File: config.mk
export PLATFORM = sky130hd
export DESIGN_NAME = cr_su_req_arb
export DESIGN_NICKNAME = d
export VERILOG_FILES = /design/src/rtl/cr_su_req_arb.sv
export SDC_FILE = /design/constraint.sdc
export NUM_CORES = 1
export LEC_CHECK = 0
export CAP_MARGIN = 20
export CORE_AREA = 2 2 185 187
export CTS_BUF_LIST = sky130_fd_sc_hd__clkbuf_16
export CTS_CLUSTER_DIAMETER = 80
export DETAILED_ROUTE_END_ITERATION = 6
export DIE_AREA = 0 0 187 189
export PLACE_DENSITY = 0.55
export SKIP_LAST_GASP = 1
export SLEW_MARGIN = 20
export SYNTH_ARGS = -nofsm -noshare
export SYNTH_HDL_FRONTEND = slang
export SYNTH_SLANG_ARGS = --single-unit
File: constraint.sdc
create_clock -name clk -period 2.1 [get_ports clk]
set_clock_uncertainty 0.2 [all_clocks]
set_input_delay 0.42 -clock clk [delete_from_list [all_inputs] [get_ports clk]]
set_output_delay 0.42 -clock clk [all_outputs]
set_load 0.005 [all_outputs]
File: src/rtl/cr_su_req_arb.sv
// Round-robin arbiter merging N_REQ engine request streams into the SU core input.
// Optional per-requester burst statistics enabled by macro CR_SU_REQ_ARB_STATS_EN.
module cr_su_req_arb #(
  parameter int unsigned N_REQ  = 4,
  parameter int unsigned DATA_W = 64,
  localparam int unsigned PTR_W = $clog2(N_REQ)
) (
  input  logic                    clk,
  input  logic                    rst_n,
  input  logic [N_REQ-1:0]        req_valid,
  input  logic [N_REQ*DATA_W-1:0] req_data,
  input  logic [N_REQ-1:0]        req_last,
  output logic [N_REQ-1:0]        req_ready,
  input  logic [N_REQ-1:0]        arb_mask,
  input  logic                    su_ready,
  output logic                    su_in_valid,
  output logic [DATA_W-1:0]       su_in_data,
  output logic                    su_in_last,
  output logic [PTR_W-1:0]        su_in_src,
  input  logic                    stat_clr,
  output logic [N_REQ*32-1:0]     stat_bursts
);

  localparam int unsigned STAT_W = 32;

  typedef enum logic {
    IDLE = 1'b0,
    LOCK = 1'b1
  } state_t;

  state_t             state;
  state_t             state_nxt;
  logic [PTR_W-1:0]   rr_ptr;
  logic [PTR_W-1:0]   grant_idx;
  logic [PTR_W-1:0]   grant_nxt;
  logic [PTR_W-1:0]   sel;
  logic [PTR_W-1:0]   acc_idx;
  logic [N_REQ-1:0]   eligible;
  logic               out_free;
  logic               acc;
  logic               acc_last;
  logic [DATA_W-1:0]  data_arr [N_REQ];

  // First eligible requester at or after ptr, searching cyclically.
  function automatic logic [PTR_W-1:0] rr_pick(input logic [N_REQ-1:0] elig,
                                               input logic [PTR_W-1:0] ptr);
    logic [PTR_W-1:0] pick;
    int unsigned      idx;
    pick = ptr;
    for (int i = int'(N_REQ) - 1; i >= 0; i--) begin
      idx = (32'(ptr) + 32'(i)) % N_REQ;
      if (elig[PTR_W'(idx)]) pick = PTR_W'(idx);
    end
    return pick;
  endfunction

  for (genvar i = 0; i < int'(N_REQ); i++) begin : g_data
    assign data_arr[i] = req_data[i*DATA_W +: DATA_W];
  end

  assign out_free = !su_in_valid || su_ready;
  assign eligible = req_valid & ~arb_mask;
  assign sel      = rr_pick(eligible, rr_ptr);
  assign acc_last = acc && req_last[acc_idx];

  always_ff @(posedge clk or negedge rst_n) begin
    if (!rst_n) begin
      state     <= IDLE;
      grant_idx <= '0;
    end else begin
      state     <= state_nxt;
      grant_idx <= grant_nxt;
    end
  end

  // Grant selection and beat acceptance; a granted burst holds until its last beat.
  always_comb begin
    state_nxt = state;
    grant_nxt = grant_idx;
    req_ready = '0;
    acc       = 1'b0;
    acc_idx   = grant_idx;
    case (state)
      IDLE: begin
        if (out_free && (eligible != '0)) begin
          req_ready[sel] = 1'b1;
          acc            = 1'b1;
          acc_idx        = sel;
          grant_nxt      = sel;
          if (!req_last[sel]) state_nxt = LOCK;
        end
      end
      LOCK: begin
        req_ready[grant_idx] = out_free;
        acc                  = out_free && req_valid[grant_idx];
        if (acc && req_last[grant_idx]) state_nxt = IDLE;
      end
      default: state_nxt = IDLE;
    endcase
  end

  always_ff @(posedge clk or negedge rst_n) begin
    if (!rst_n) begin
      rr_ptr <= '0;
    end else if (acc_last) begin
      rr_ptr <= (acc_idx == PTR_W'(N_REQ - 1)) ? '0 : acc_idx + PTR_W'(1);
    end
  end

  // One-entry output register; holds while full and stalled.
  always_ff @(posedge clk or negedge rst_n) begin
    if (!rst_n) begin
      su_in_valid <= 1'b0;
      su_in_data  <= '0;
      su_in_last  <= 1'b0;
      su_in_src   <= '0;
    end else if (out_free) begin
      su_in_valid <= acc;
      if (acc) begin
        su_in_data <= data_arr[acc_idx];
        su_in_last <= req_last[acc_idx];
        su_in_src  <= acc_idx;
      end
    end
  end

`ifdef CR_SU_REQ_ARB_STATS_EN
  for (genvar i = 0; i < int'(N_REQ); i++) begin : g_stat
    logic [STAT_W-1:0] cnt;
    always_ff @(posedge clk or negedge rst_n) begin
      if (!rst_n) begin
        cnt <= '0;
      end else if (stat_clr) begin
        cnt <= '0;
      end else if (acc_last && (acc_idx == PTR_W'(i)) && (cnt != '1)) begin
        cnt <= cnt + STAT_W'(1);
      end
    end
    assign stat_bursts[i*STAT_W +: STAT_W] = cnt;
  end
`else
  logic unused_stat_clr;
  assign unused_stat_clr = stat_clr;
  assign stat_bursts     = '0;
`endif

endmodule

==> impl_metrics.env <==
export IMPL_final_antenna_net_count=0
export IMPL_path_class="in -> reg"
export IMPL_grt_max_degree=74
export IMPL_die_h_um=189
export IMPL_grt_antenna_before_repair=0
export IMPL_rsz0062_at_grt="true"
export IMPL_power_leakage_uw=0.00501
export IMPL_clk_latency_ns=0.34
export IMPL_nFillCells=3373
export IMPL_slowest_delay_ns=0.31
export IMPL_finalCritPeriodShare_pct=120
export IMPL_numCtsBuffers=9
export IMPL_vias_per_cell=3.97
export IMPL_rr_worst_depth=12
export IMPL_synth_ff_latch_count=73
export IMPL_drt_pass1_iterations=4
export IMPL_ys_warn_count=0
export IMPL_cp_slowest_cell="nor4_4"
export IMPL_synth_sequential_area_ratio_pct=32.3
export IMPL_place_area_mm2=0.00965
export IMPL_syn_to_final_growth_pct=106
export IMPL_gp_congestion=0.812
export IMPL_cp_startpoint="req_valid[2]"
export IMPL_hp_start="su_in_src[0]"
export IMPL_fmax_mhz=395
export IMPL_overflow=0
export IMPL_crit_path_end_kind="flip-flop"
export IMPL_drt_iter0_markers=160
export IMPL_grt_pass1_wl_um=35800
export IMPL_start_util_pct=17.0
export IMPL_violations="negative setup slack"
export IMPL_slew_violations=0
export IMPL_syn_avg_cell_area_um2=9.96
export IMPL_design_core_area_mm2=0.0333
export IMPL_num_rows=67
export IMPL_period_minus_slack_ns=2.53
export IMPL_htreeDepth=3
export IMPL_final_nets=1293
export IMPL_peakVddDrop_v=0.000607
export IMPL_dpl_worst_slack_ns=-0.987
export IMPL_clk_pin_slew_ns=0.06
export IMPL_arrival_ns=2.56
export IMPL_whs_path_depth=1
export IMPL_maxCapViolCount=0
export IMPL_stdcell_area_mm2=0.0117
export IMPL_chipWidth_um=187
export IMPL_vias=5843
export IMPL_setup_ws_ns=-0.430
export IMPL_path_cells="buf_6 -> nor2b_4 -> buf_6 -> nor4_4 -> buf_4 -> nor3_4 -> buf_6 -> a21oi_4 -> buf_6 -> buf_12 -> buf_12 -> buf_12 -> mux2i_2 -> buf_4 -> a21oi_2"
export IMPL_dpl_hpwl_um=16900
export IMPL_ff_latch_area_mm2=0.00183
export IMPL_cp_start_kind="input pin"
export IMPL_wl_um=25300
export IMPL_critPathMaxFanout=8
export IMPL_synth_area_mm2=0.00566
export IMPL_grt_usage_pct=13.3
export IMPL_holdPathEnd="su_in_src[0]"
export IMPL_ios=472
export IMPL_io_buffers=342
export IMPL_drive_gt1_share_pct=33.3
export IMPL_finalPower_uw=17000
export IMPL_wl_per_cell_um=17.2
export IMPL_synth_edf_count=0
export IMPL_holdWs_ns=0.306
export IMPL_reg2reg_from="rr_ptr[1]"
export IMPL_status="finished with violations"
export IMPL_powerDensity_mw_per_mm2=1450
export IMPL_cts_tree="yes"
export IMPL_cts_root_buffer="clkbuf_16"
export IMPL_worstHoldPathType="reg -> reg"
export IMPL_reg2reg_slack_ns=-0.37
export IMPL_grt_pass1_vias=6288
export IMPL_synth_cells=568
export IMPL_async_reset_ff_share_pct=100
export IMPL_clkSinkCount=73
export IMPL_setup_viol=73
export IMPL_dieArea_mm2=0.0353
export IMPL_finalHoldViolCount=0
export IMPL_synth_cell_types=42
export IMPL_cp_required_ns=2.13
export IMPL_multiInputGateArea_mm2=0.00395
export IMPL_num_antenna_cells=0
export IMPL_cp_common_cell="buf_6"
export IMPL_r2r_end="su_in_data[56]"
export IMPL_ys_flop_type="dfrtp_1"
export IMPL_clock_path_buffers=2
export IMPL_drc_errors=0
[routing by layer]
layer  track usage (%)  share of wire [%]  up-vias
met5                 0                  0        -
met4              4.09                1.8        0
met3              3.69                6.8       24
met2              24.3                 51      281
met1              14.9                 40     2821
li1                  -                  -     2717
[Yosys cell counts, types with 3 or more instances]
cell type,n,area share (%)
o21a_1,3,0.40
nand2_1,6,0.40
a21oi_1,65,5.8
buf_6,8,1.6
mux2_2,42,8.4
o22ai_1,66,7.3
mux2i_1,70,12
nand2b_1,6,0.66
nor2b_1,5,0.55
buf_2,14,1.2
dfrtp_1,73,32
buf_4,131,17
mux2_1,26,5.2
o21ai_1,5,0.44
clkbuf_1,10,0.66
nor2_1,4,0.27
inv_1,5,0.33
[cell families (layout without fill, tap and decap cells)]
| group | Yosys count | after routing | share of synthesized area [%] |
|---|---|---|---|
| compound gates | 153 | 153 | 16.3 |
| fa+ha+maj | 1 | 1 | 0.221 |
| simple gates | 33 | 33 | 3.72 |
| other cells | 1 | 128 | 0.0663 |
| buf+inv | 169 | 499 | 21.5 |
| mux | 138 | 138 | 25.9 |
| flops | 73 | 73 | 32.3 |
[how the worst max path moves through the flow]
stage                      to  slack (ns)
4_1_cts        su_in_data[56]       -0.41
3_3_place_gp   su_in_data[26]       -0.96
2_1_floorplan       rr_ptr[1]       -0.36
5_1_grt        su_in_data[56]       -0.48
3_5_place_dp     req_ready[3]       -0.99
6_report       su_in_data[56]       -0.43
[flip-flops by register name, summed over array words and instances, names as in the netlist]
signal,count
grant_idx,2
su_in_src,2
su_in_data,64
rr_ptr,2
su_in_last,1
state,1
su_in_valid,1
[layout make-up]
type | instances | share of cell area [%]
Timing Repair Buffer | 478 | 43.0
Clock inverter | 7 | 0.536
Inverter | 5 | 0.161
Clock buffer | 9 | 1.93
Sequential cell | 73 | 15.7
Multi-Input combinational cell | 453 | 33.9
Tap cell | 448 | 4.80
[report_power, final]
part	total [uW]	leakage, uW	internal (uW)	switching, uW
clock	1580	0.000140	909	671
combinational	12600	0.00407	7460	5180
sequential	2730	0.000805	2160	565
total	17000	0.00501	10500	6420
[per-stage QoR]
step | util (%) | instances | setup TNS (ns)
after floorplan | - | 695 | -12.87
after global routing | 35.1 | 1473 | -27.86
after CTS | 33.2 | 1455 | -23.82
after detailed placement | 29.0 | 1390 | -68.23
after global placement | 29.0 | 1390 | -67.86
final | 35.1 | 1473 | -23.78
[critical path: cells and delay by family]
kind / cells / cell delay, ns
mux: 1 / 0.22
simple gates: 3 / 0.47
buf+inv: 9 / 1.20
compound gates: 2 / 0.21
[cells in the final DEF, fill, tap and decap left out, drive strengths merged, types with 2 or more instances in the layout]
cell,Yosys,final
a211o,2,2
nand2,6,6
dfrtp,73,73
mux2i,70,70
nand2b,6,6
mux2,68,68
clkdlybuf4s50,0,328
nor4,2,2
o22ai,66,66
o2bb2ai,2,2
clkinv,0,3
nor3,2,2
nor2b,7,7
o21a,3,3
clkinvlp,0,2
clkbuf,10,15
o211ai,2,2
nor2,4,4
o21ai,7,7
conb,1,128
buf,154,142
a21oi,66,66
inv,5,6
[timing repair]
item                                    in CTS  in global routing
endpoints found under the hold margin       73                  0
hold buffers                                 1                  0
cloned                                       9                  5
setup buffers                               39                 25
endpoints found under the setup margin      75                 74
pin swaps                                   37                 41
resized for setup                          165                126
Note: power is estimated with default switching activity, not from simulation.
